### config.mk
export PLATFORM = sky130hd
export DESIGN_NAME = if_id_buffer_flat
export DESIGN_NICKNAME = d
export VERILOG_FILES = /design/src/rtl/if_id_buffer_if.sv /design/src/rtl/if_id_buffer.sv /design/src/flat_wrapper.sv
export SDC_FILE = /design/constraint.sdc
export NUM_CORES = 1
export LEC_CHECK = 0
export CELL_PAD_IN_SITES_DETAIL_PLACEMENT = 0
export CELL_PAD_IN_SITES_GLOBAL_PLACEMENT = 2
export CORE_AREA = 2 2 209 211
export CTS_BUF_LIST = sky130_fd_sc_hd__clkbuf_4 sky130_fd_sc_hd__clkbuf_8
export CTS_CLUSTER_SIZE = 20
export DETAILED_ROUTE_END_ITERATION = 7
export DIE_AREA = 0 0 211 213
export PLACE_DENSITY_LB_ADDON = 0.1
export SYNTH_ARGS = -nofsm -noshare
export SYNTH_HDL_FRONTEND = slang
export SYNTH_SLANG_ARGS = --single-unit
### constraint.sdc
create_clock -name clock -period 3.8 [get_ports clock]
set_clock_uncertainty 0.15 [all_clocks]
set_input_delay 0.95 -clock clock [delete_from_list [all_inputs] [get_ports clock]]
set_output_delay 0.95 -clock clock [all_outputs]
set_load 0.01 [all_outputs]
### src/rtl/if_id_buffer_if.sv
// ----------------------------------------------------------------------------
// if_id_buffer_if
// Purpose : bundles the fetch-side and decode-side signals of the IF/ID
//           elastic buffer.
// Modports: slave  - the buffer (receives fetch + hazard controls, drives decode)
//           master - the environment (fetch / hazard unit / decode)
// Signals : valid_in, instruction_in, PC_in, PC_branch_link_in, ready_out
//           (fetch side); stall, flush (control); valid_out, instruction_out,
//           PC_out, PC_branch_link_out (decode side)
// ----------------------------------------------------------------------------
interface if_id_buffer_if #(
    parameter int PC_WIDTH = 64
);
    logic                valid_in;
    logic [31:0]         instruction_in;
    logic [PC_WIDTH-1:0] PC_in;
    logic [PC_WIDTH-1:0] PC_branch_link_in;
    logic                ready_out;
    logic                stall;
    logic                flush;
    logic                valid_out;
    logic [31:0]         instruction_out;
    logic [PC_WIDTH-1:0] PC_out;
    logic [PC_WIDTH-1:0] PC_branch_link_out;

    modport slave (
        input  valid_in, instruction_in, PC_in, PC_branch_link_in, stall, flush,
        output ready_out, valid_out, instruction_out, PC_out, PC_branch_link_out
    );

    modport master (
        output valid_in, instruction_in, PC_in, PC_branch_link_in, stall, flush,
        input  ready_out, valid_out, instruction_out, PC_out, PC_branch_link_out
    );
endinterface

### src/rtl/if_id_buffer.sv
// ----------------------------------------------------------------------------
// if_id_buffer
// Purpose : two-entry elastic buffer between instruction fetch and decode.
//           Captures {instruction, PC, PC+4} from fetch, drives fetch PCWrite
//           via ready_out, presents entries in order to decode. Absorbs
//           decode stalls and branch flushes.
// Ports   : clock - rising-edge clock
//           reset - asynchronous, active-low
//           bus   - if_id_buffer_if.slave (fetch, control and decode signals)
// ----------------------------------------------------------------------------
module if_id_buffer #(
    parameter int          PC_WIDTH  = 64,
    parameter logic [31:0] NOP_INSTR = 32'hD503201F
) (
    input  logic         clock,
    input  logic         reset,
    if_id_buffer_if.slave bus
);
    logic [31:0]         r_instr [2];
    logic [PC_WIDTH-1:0] r_pc    [2];
    logic [PC_WIDTH-1:0] r_pc_bl [2];
    logic                r_wr_ptr;
    logic                r_rd_ptr;
    logic [1:0]          r_count;

    logic w_ready;
    logic w_valid;
    logic w_push;
    logic w_pop;

    // ready depends only on registered state, so fetch never sees a
    // combinational path from decode's stall.
    assign w_ready = (r_count != 2'd2);
    // Squash the head during a flush cycle so decode cannot consume it.
    assign w_valid = (r_count != 2'd0) && !bus.flush;
    assign w_push  = bus.valid_in && w_ready && !bus.flush;
    assign w_pop   = w_valid && !bus.stall;

    always_ff @(posedge clock or negedge reset) begin
        if (!reset) begin
            for (int i = 0; i < 2; i++) begin
                r_instr[i] <= NOP_INSTR;
                r_pc[i]    <= '0;
                r_pc_bl[i] <= '0;
            end
            r_wr_ptr <= 1'b0;
            r_rd_ptr <= 1'b0;
            r_count  <= 2'd0;
        end else if (bus.flush) begin
            // Stored data is left in place; only the bookkeeping is cleared.
            r_wr_ptr <= 1'b0;
            r_rd_ptr <= 1'b0;
            r_count  <= 2'd0;
        end else begin
            if (w_push) begin
                r_instr[r_wr_ptr] <= bus.instruction_in;
                r_pc[r_wr_ptr]    <= bus.PC_in;
                r_pc_bl[r_wr_ptr] <= bus.PC_branch_link_in;
                r_wr_ptr          <= ~r_wr_ptr;
            end
            if (w_pop) begin
                r_rd_ptr <= ~r_rd_ptr;
            end
            case ({w_push, w_pop})
                2'b10:   r_count <= r_count + 2'd1;
                2'b01:   r_count <= r_count - 2'd1;
                default: r_count <= r_count;
            endcase
        end
    end

    assign bus.ready_out          = w_ready;
    assign bus.valid_out          = w_valid;
    assign bus.instruction_out    = w_valid ? r_instr[r_rd_ptr] : NOP_INSTR;
    assign bus.PC_out             = w_valid ? r_pc[r_rd_ptr]    : '0;
    assign bus.PC_branch_link_out = w_valid ? r_pc_bl[r_rd_ptr] : '0;
endmodule

### src/flat_wrapper.sv
// flat-port wrapper written by rule: the top's interface ports become plain ports
module if_id_buffer_flat 
#(
    parameter int          PC_WIDTH  = 64,
    parameter logic [31:0] NOP_INSTR = 32'hD503201F
)
  (clock, reset, bus_valid_in, bus_instruction_in, bus_PC_in, bus_PC_branch_link_in, bus_stall, bus_flush, bus_ready_out, bus_valid_out, bus_instruction_out, bus_PC_out, bus_PC_branch_link_out);
  if_id_buffer_if #(.PC_WIDTH(PC_WIDTH)) bus_i ();
  input  logic clock;
  input  logic reset;
  input wire logic [$bits(bus_i.valid_in)-1:0] bus_valid_in;
  input wire logic [$bits(bus_i.instruction_in)-1:0] bus_instruction_in;
  input wire logic [$bits(bus_i.PC_in)-1:0] bus_PC_in;
  input wire logic [$bits(bus_i.PC_branch_link_in)-1:0] bus_PC_branch_link_in;
  input wire logic [$bits(bus_i.stall)-1:0] bus_stall;
  input wire logic [$bits(bus_i.flush)-1:0] bus_flush;
  output wire logic [$bits(bus_i.ready_out)-1:0] bus_ready_out;
  output wire logic [$bits(bus_i.valid_out)-1:0] bus_valid_out;
  output wire logic [$bits(bus_i.instruction_out)-1:0] bus_instruction_out;
  output wire logic [$bits(bus_i.PC_out)-1:0] bus_PC_out;
  output wire logic [$bits(bus_i.PC_branch_link_out)-1:0] bus_PC_branch_link_out;
  assign bus_i.valid_in = bus_valid_in;
  assign bus_i.instruction_in = bus_instruction_in;
  assign bus_i.PC_in = bus_PC_in;
  assign bus_i.PC_branch_link_in = bus_PC_branch_link_in;
  assign bus_i.stall = bus_stall;
  assign bus_i.flush = bus_flush;
  assign bus_ready_out = bus_i.ready_out;
  assign bus_valid_out = bus_i.valid_out;
  assign bus_instruction_out = bus_i.instruction_out;
  assign bus_PC_out = bus_i.PC_out;
  assign bus_PC_branch_link_out = bus_i.PC_branch_link_out;
  if_id_buffer #(.PC_WIDTH(PC_WIDTH), .NOP_INSTR(NOP_INSTR)) u_core (.clock(clock), .reset(reset), .bus(bus_i));
endmodule
* Yosys cells after proc, flatten, opt, wreduce, memory -nomap -nowiden
Cells that the tools add are included.
** Storage, ports and cells
- Flip-flop bits (word level) :: 324
- Latch bits :: 0
- Bits in writable memories :: 0
- ROM bits :: 0
- Input port bits :: 165
- Output and inout port bits :: 162
- Word-level logic and storage cells :: 59
- Memories kept :: 0
** Cells by class
- Add/sub/neg operators :: 2
- $mul :: 0
- Div/mod/pow operators :: 0
- Magnitude comparators :: 3
- Eq/ne operators :: 3
- Shifts and indexed selects :: 0
- Muxes and demuxes :: 25
- Bitwise operators :: 5
- Reduce and logical (&&, ||, !) cells :: 12
** Operators with widths (count)
- two-way mux 64 bit :: 9
- bitwise mux 128 bit :: 2
- two-way mux 32 bit :: 5
- bitwise mux 64 bit :: 1
- demux 64 bit (select 1 bit) :: 1
- demux 32 bit (select 1 bit) :: 1
- nonzero test 2 bit :: 3
- logical AND 1 bit :: 5
- >= comparator 2 bit, second input constant :: 2
- two-way mux 1 bit :: 4
- NOT 1 -> 2 bit :: 2
- case mux 2 bit (2 select lines) :: 1
- NOT 1 bit :: 3
- nonzero test 3 bit :: 1
- adder 2 x 1 -> 2 bit, second input constant :: 1
- equality test 2 x 1 -> 1 bit, second input constant :: 1
- equality test 2 bit, second input constant :: 1
- logical NOT 1 bit :: 2
- less-than comparator 2 x 1 -> 1 bit, second input constant :: 1
- two-way mux 2 bit :: 1
- != test 2 bit, second input constant :: 1
- AND reduction 2 bit :: 1
- subtractor 2 x 1 -> 2 bit, second input constant :: 1

* Longest topological paths before layout
Gate-level depths: netlist (run 1).
- Depth in word-level cells :: 6
- Mapped depth :: 6
- Gate-level depth less buffers :: 4

* Worst setup path after synthesis (run 1)
Ideal clock, no wire load.
- Kind :: in2out
- Start point :: input bus_flush
- End point :: output bus_PC_out[52]
- Data arrival time :: 1937 ps
- Data required time :: 2700 ps
- Slack :: 763 ps
- Stages on the path :: 5
- Buffers on the path :: 3
- Path through :: or2_2 clkbuf_1 clkbuf_1 buf_1 nor2_1
** On the way
- Cells in the longest elaborated chain, start to end :: 3
** Ends and longest elaborated chain
- from (decl) :: RTL line flat_wrapper.sv:16 : input wire logic [$bits(bus_i.flush)-1:0] bus_flush;
- logical NOT 1 bit :: RTL line if_id_buffer.sv:35 : assign w_valid = (r_count != 2'd0) && !bus.flush;
- logical AND 1 bit :: RTL line if_id_buffer.sv:35
- two-way mux 64 bit :: RTL line if_id_buffer.sv:75 : assign bus.PC_out = w_valid ? r_pc[r_rd_ptr] : '0;
- to (decl) :: RTL line flat_wrapper.sv:20 : output wire logic [$bits(bus_i.PC_out)-1:0] bus_PC_out;
Every way passes these cells.

* Worst setup path in the final report (run 1)
- Start point :: input bus_flush
- End point :: output bus_PC_branch_link_out[37]
** On the way
- Cells in the longest elaborated chain, start to end :: 3
** Ends and longest elaborated chain
- logical NOT 1 bit :: RTL line if_id_buffer.sv:35
- logical AND 1 bit :: RTL line if_id_buffer.sv:35
- two-way mux 64 bit :: RTL line if_id_buffer.sv:76 : assign bus.PC_branch_link_out = w_valid ? r_pc_bl[r_rd_ptr] : '0;
- to (decl) :: RTL line flat_wrapper.sv:21 : output wire logic [$bits(bus_i.PC_branch_link_out)-1:0] bus_PC_branch_link_out;
Every way passes these cells.

==> run_results.csv, run 1 <==
group,metric,value,unit
outcome,outcome,"finished clean",
synthesis,yosys-top-cells-count,"dfrtp_1 (298), mux2_2 (220), mux2i_1 (160)",
timing,fin_crit,3.75,ns
synthesis,synth_edf_count,0,
finish,multiInputGateArea,5960,sq um
synthesis,syn_nets,1223,
timing,holdWs,0.163,ns
routing,first_pass_iters,4,
power_and_ir_drop,ir_worst_vdd,0.000294,V
routing,ant_nets,0,
global_routing,grt_pass1_vias,10257,
global_routing,grt_start_max_net_pins,79,
synthesis,synth_seq_cells,324,
clocking,cts_sinks,324,
setup_path,end_kind,"output port",
clocking,clkTransAtPathRegs,0.06,ns
power_and_ir_drop,p_sw_share,25.8,%
power_and_ir_drop,pwr-share-clk,33.6,%
synthesis,synth_area,14400,sq um
timing,tightest_slew,0.664,ns
timing,hold_viol,0,
placed_design,dp.final_hpwl,25800,um
routing,drtIter0Drc,319,
setup_path,crit_type,"in -> out",
die,ioPinCount,327,
synthesis,muxShareOfSynthArea,36.1,%
setup_path,critPathRequiredTime,2.70,ns
timing,finalSetupTns,0,ns
die,row_count,76,
global_routing,grt_pass1_wl,58900,um
synthesis,syn_inst,1058,
power_and_ir_drop,power_density,516,nW/um^2
clocking,clockBufferDepth,3,
timing,slew_headroom,55.8,%
synthesis,synth_top_family_by_area,"multiplexers",
clocking,clk_latency,0.62,ns
synthesis,synth_compound_area_share,0.312,%
synthesis,synthTopCellsByArea,"dfrtp_1 (52%), mux2_2 (17%), mux2i_1 (11%)",
finish,area_delta_synth_final,38.0,%
routing,drc,0,
power_and_ir_drop,pwr-share-comb,20.3,%
synthesis,synth_cell_type_count,25,
setup_path,cp.arrival,2.65,ns
finish,fillers,3967,
synthesis,syn_area_per_cell,13.6,sq um
finish,regArea,8140,sq um
timing,rsz0062_at_grt,"false",
setup_path,cp-start-kind,"primary input",
global_routing,gr-usage-all-layers,17.1,%
hold_path,hp-class,"in -> async",
die,die_area,44900,sq um
synthesis,synth.most_common_cell,"dfrtp_1",
global_routing,grt_overflow,0,
setup_path,cpPeakStageDelay,0.56,ns
clocking,clock-root-buffer,"clkbuf_8",
timing,finalMaxSlewViolations,0,
synthesis,synth-adder-area-share,0,%
setup_path,r2r-start,"u_core.r_count[1]",
die,die_h,213,um
setup_path,setup.worst_path.start,"bus_flush",
finish,stdcell_area,19900,sq um
power_and_ir_drop,intPower,7.61,mW
synthesis,synthXorXnorAreaFrac,0,%
job,maxCapViolations,0,
synthesis,synthSimpleGateAreaFrac,4.75,%
clocking,tritoncts,"done",
setup_path,crit_chain,"dlygate4sd2_1 > or2_4 > buf_12 > buf_4 > nor2_1 > clkdlybuf4s50_1",
die,die_w,211,um
routing,avgViaCountPerCell,4.76,
routing,drt_wl_total,38600,um
clocking,htree_levels,2,
power_and_ir_drop,p_leak,8.11,nW
power_and_ir_drop,power_frac_seq,46.1,%
timing,fmax,267,MHz
timing,fin_crit_sh,98.7,%
clocking,cts_buffers,58,
synthesis,synth_top_area_share,51.7,%
finish,layout-drive-gt1-share,27.4,%
setup_path,crit_fanout,11,
global_routing,antenna_found_initial,8,
synthesis,synth_top_cell_by_area,"dfrtp_1",
finish,finish.utilization,46.6,%
setup_path,cp_slowest_cell,"clkdlybuf4s50_1",
synthesis,async_flop_share,100,%
routing,vias,9559,
power_and_ir_drop,power_switching,2.65,mW
placed_design,port_buffers,326,
synthesis,synth_ff_type,"dfrtp_1",
timing,finalSetupViolCount,0,
placed_design,gp_congestion,0.725,
die,core,42700,sq um
placed_design,placed_area,18500,sq um
finish,final_net_count,1583,
synthesis,yosysWarnings,0,
synthesis,ys_seq_area_share,56.5,%
routing,routedWlPerCell,19.2,um
die,start_util,33.8,%
## layer usage
layer	wire length (um)	track usage, %
met3	2340	5.15
met5	69	0
met4	740	4.52
met2	17900	27.4
met1	17500	22.6
## sequential cells by signal (all words and copies together) (netlist names)
signal / cells
u_core.r_pc: 128
u_core.r_pc_bl: 128
u_core.r_instr: 64
u_core.r_count: 2
u_core.r_rd_ptr: 1
u_core.r_wr_ptr: 1
## layout make-up
cell class	count	area share [%]
multi-input combinational	662	29.9
inverter	3	0.0566
tap	546	3.43
clock buffer	103	6.28
timing repair buffer	369	19.3
sequential	324	40.9
clock inverter	1	0.0252
antenna	2	0.0252
## placed cells by master (no fill, tap or decap)
cell / instances
and3b_1: 1
nand3_1: 2
nand4b_1: 1
nor2_2: 1
diode_2: 2
mux2i_1: 160
dfstp_2: 26
inv_1: 2
mux2_1: 100
or3_1: 2
clkbuf_4: 27
clkbuf_8: 76
buf_4: 23
nor2b_2: 1
dfrtp_4: 1
nand2b_1: 1
inv_2: 1
a21oi_1: 3
a211o_1: 1
a31oi_1: 1
nor4_4: 1
nor2_1: 148
buf_8: 1
clkdlybuf4s50_1: 322
buf_12: 18
mux2_2: 220
nand2_1: 14
clkinv_2: 1
or2_4: 2
buf_16: 1
o21ai_0: 3
dlymetal6s2s_1: 2
dfrtp_1: 297
buf_6: 1
dlygate4sd2_1: 1
## power by group through the flow
| stage | sequential (mW) | clock (mW) | combinational [mW] |
|---|---|---|---|
| CTS | 4.74 | 3.59 | 2.13 |
| global route | 4.84 | 3.75 | 2.29 |
| floorplan | 4.67 | 0 | 1.28 |
| global placement | 4.76 | 0 | 2.08 |
| detailed placement | 4.79 | 0 | 2.11 |
| finish | 4.73 | 3.44 | 2.08 |
## cells by family (layout without fill, tap and decap cells)
family	count (synthesis)	in the layout
multiplexers	480	480
flip-flops	324	324
AND/OR/NAND/NOR	173	174
buffers and inverters	73	476
AO/OA/AOI/OAI	8	8
other	0	2
## metrics by stage
stage | instances | setup slack [ns] | total power, mW
4_1_cts | 2004 | 0.00286 | 10.5
6_report | 2010 | 0.0490 | 10.3
2_1_floorplan | 1058 | 0.763 | 5.95
3_5_place_dp | 1895 | -0.0934 | 6.91
5_1_grt | 2009 | 0.000167 | 10.9
3_3_place_gp | 1895 | -0.132 | 6.84
## what timing repair did
item / CTS / global route
gates resized for setup: 3 / 4
setup endpoints to repair: 129 / 7
hold buffers: 0 / 0
pin swaps: 1 / 1
buffers inserted: 4 / 4
cloned: 1 / 0
## critical path, delay by kind of cell
kind,cells,cell delay [ns]
buf+inv,4,1.19
simple gates,2,0.50
## final timing paths
check	to	slack (ns)	cells after the start
worst max-delay path	bus_PC_branch_link_out[37]	0.05	6
worst min-delay path	u_core.r_pc_bl[53]	0.16	1
worst max register to register	u_core.r_pc_bl[42]	1.52	5
worst min register to register	u_core.r_pc[103]	0.33	1
max in group asynchronous	u_core.r_pc_bl[67]	2.39	3
min in group clock	u_core.r_pc[103]	0.33	1
Power figures use the tool's default switching activity.
==> inputs of run 2 (changes only) <==
--- a/config.mk
+++ b/config.mk
@@ -6,7 +6,7 @@
 export NUM_CORES = 1
 export LEC_CHECK = 0
 export CELL_PAD_IN_SITES_DETAIL_PLACEMENT = 0
-export CELL_PAD_IN_SITES_GLOBAL_PLACEMENT = 2
+export CELL_PAD_IN_SITES_GLOBAL_PLACEMENT = 1
 export CORE_AREA = 2 2 209 211
 export CTS_BUF_LIST = sky130_fd_sc_hd__clkbuf_4 sky130_fd_sc_hd__clkbuf_8
 export CTS_CLUSTER_SIZE = 20
==> constraint.sdc (replaced) <==
create_clock -name clock -period 3.8 [get_ports clock]
set_clock_uncertainty 0.15 [all_clocks]
set_input_delay 0.38 -clock clock [delete_from_list [all_inputs] [get_ports clock]]
set_output_delay 0.38 -clock clock [all_outputs]
set_load 0.01 [all_outputs]
==> run 2 against run 1 <==
  * Clock power decreased by 6%
  * Final area decreased by 1.9%
  * Global-route usage decreased by 0.53 points
  * Highest routed layer unchanged
  * Sequential power about the same
  * Largest power group unchanged
  * First-iteration DRC count increased by 3.8%
  * Power decreased by 2.7%
  * Combinational power decreased by 4%
  * Routed wire length decreased by 4.0%
  * Cell count decreased by 1.5%
  * Critical path type is now reg -> out
==> run_results.csv, run 2 (synthesized netlist as in run 1, its figures left out) <==
group,metric,value,unit
die,die_area,44900,sq um
clocking,clkTransAtPathRegs,0.06,ns
setup_path,cp.arrival,2.94,ns
timing,fin_crit_sh,91.4,%
routing,routedWlPerCell,18.7,um
setup_path,crit_fanout,42,
die,ioPinCount,327,
placed_design,port_buffers,326,
die,start_util,33.8,%
finish,fillers,4031,
timing,setup_ws,0.327,ns
timing,fmax,288,MHz
power_and_ir_drop,p_total,9.99,mW
die,row_count,76,
power_and_ir_drop,ir_worst_vdd,0.000247,V
finish,stdcell_area,19500,sq um
setup_path,setup.worst_path.start,"u_core.r_rd_ptr",
finish,final_common_cell,"clkdlybuf4s50_1",
timing,slew_headroom,42.4,%
timing,hold_viol,0,
timing,finalSetupViolCount,0,
die,die_h,213,um
global_routing,grt_overflow,0,
finish,area_delta_synth_final,35.4,%
clocking,cts_resized,0,
global_routing,grt_pass1_wl,57600,um
die,core,42700,sq um
placed_design,dpl.cell_count,1880,
placed_design,dp_slack,0.685,ns
clocking,cts_setup_buffers,0,
global_routing,antenna_found_initial,3,
setup_path,cp-start-kind,"register",
timing,fin_crit,3.47,ns
setup_path,crit_type,"reg -> out",
routing,drc,0,
job,maxCapViolations,0,
setup_path,r2r_slack,1.54,ns
clocking,clock-root-buffer,"clkbuf_8",
clocking,clockBufferDepth,3,
clocking,cts_sinks,324,
routing,drt_wl_total,37100,um
routing,first_pass_iters,4,
clocking,clk_latency,0.63,ns
timing,finalSetupTns,0,ns
hold_path,hp-class,"in -> async",
setup_path,r2r-start,"u_core.r_count[1]",
global_routing,grt_start_max_net_pins,90,
finish,reg_top3,"u_core.r_pc: 128 flops, u_core.r_pc_bl: 128 flops, u_core.r_instr: 64 flops",
setup_path,critPathRequiredTime,3.27,ns
power_and_ir_drop,power_density,512,nW/um^2
clocking,cts_buffers,57,
routing,avgViaCountPerCell,4.73,
outcome,outcome,"finished clean",
global_routing,gr-usage-all-layers,16.6,%
timing,rsz0062_at_grt,"false",
routing,ant_nets,0,
setup_path,end_kind,"output port",
finish,layout-drive-gt1-share,25.8,%
placed_design,placed_area,18400,sq um
finish,final_net_count,1559,
die,die_w,211,um
routing,drtIter0Drc,331,
global_routing,grt_pass1_vias,10101,
clocking,tritoncts,"done",
timing,tightest_slew,0.865,ns
clocking,htree_levels,2,
power_and_ir_drop,p_leak,7.87,nW
timing,finalMaxSlewViolations,0,
finish,stdcell_count,1980,
placed_design,gp_congestion,0.718,
finish,final_cell_mix,"clkdlybuf4s50_1 (325), dfrtp_1 (297), mux2_2 (220)",
placed_design,dp.final_hpwl,24200,um
clocking,postCtsHoldBufs,1,
routing,vias,9370,
## run 2: cell count changes in the layout (fill, tap and decap cells not counted), moves of 2 or more
cell / before / now
dlymetal6s2s_1: 2 / 0
clkbuf_4: 27 / 30
buf_12: 18 / 13
clkdlybuf4s50_1: 322 / 325
buf_4: 23 / 7
clkbuf_8: 76 / 66
## run 2: per-layer routing
layer	vias up	GRT usage, %	routed length (um)
li1	4374	-	-
met1	4700	21.4	16500
met2	224	26.8	17400
met3	68	4.49	2250
met4	4	5.90	849
met5	-	0	32
## run 2: worst paths after layout
check,end,cells after the start
worst max-delay path,bus_instruction_out[1],4
worst max register to register,u_core.r_pc[20],5
min in group clock,u_core.r_pc[105],2
worst min-delay path,u_core.r_pc_bl[124],2
max in group asynchronous,u_core.r_instr[28],3
worst min register to register,u_core.r_pc[101],1
## run 2: worst max-delay path, cell delays in order (launching register included)
cell	delay [ns]
dfrtp_4	0.99
buf_4	0.41
mux2i_1	0.31
nand2_1	0.09
clkdlybuf4s50_1	0.51
## run 2: cell type report
cell class | count | area (sq um) | share of cell area (%)
Inverter | 3 | 11.3 | 0.0577
Tap cell | 546 | 683 | 3.50
Multi-Input combinational cell | 661 | 5950 | 30.5
Sequential cell | 324 | 8140 | 41.7
Clock buffer | 96 | 1130 | 5.81
Timing Repair Buffer | 347 | 3590 | 18.4
Antenna cell | 2 | 5.00 | 0.0256
Clock inverter | 1 | 8.76 | 0.0449
## run 2: stage by stage
stage	utilization [%]	hold WS (ns)
floorplan	-	-0.0656
global placement	43.0	0.305
detailed placement	43.0	0.311
CTS	45.7	0.159
global route	45.7	0.185
finish	45.7	0.208
## run 2: where the power goes
part	switching, mW	internal, mW	leakage, nW
clock network	1.40	1.85	0.617
logic	0.785	1.21	3.43
registers	0.403	4.34	3.82
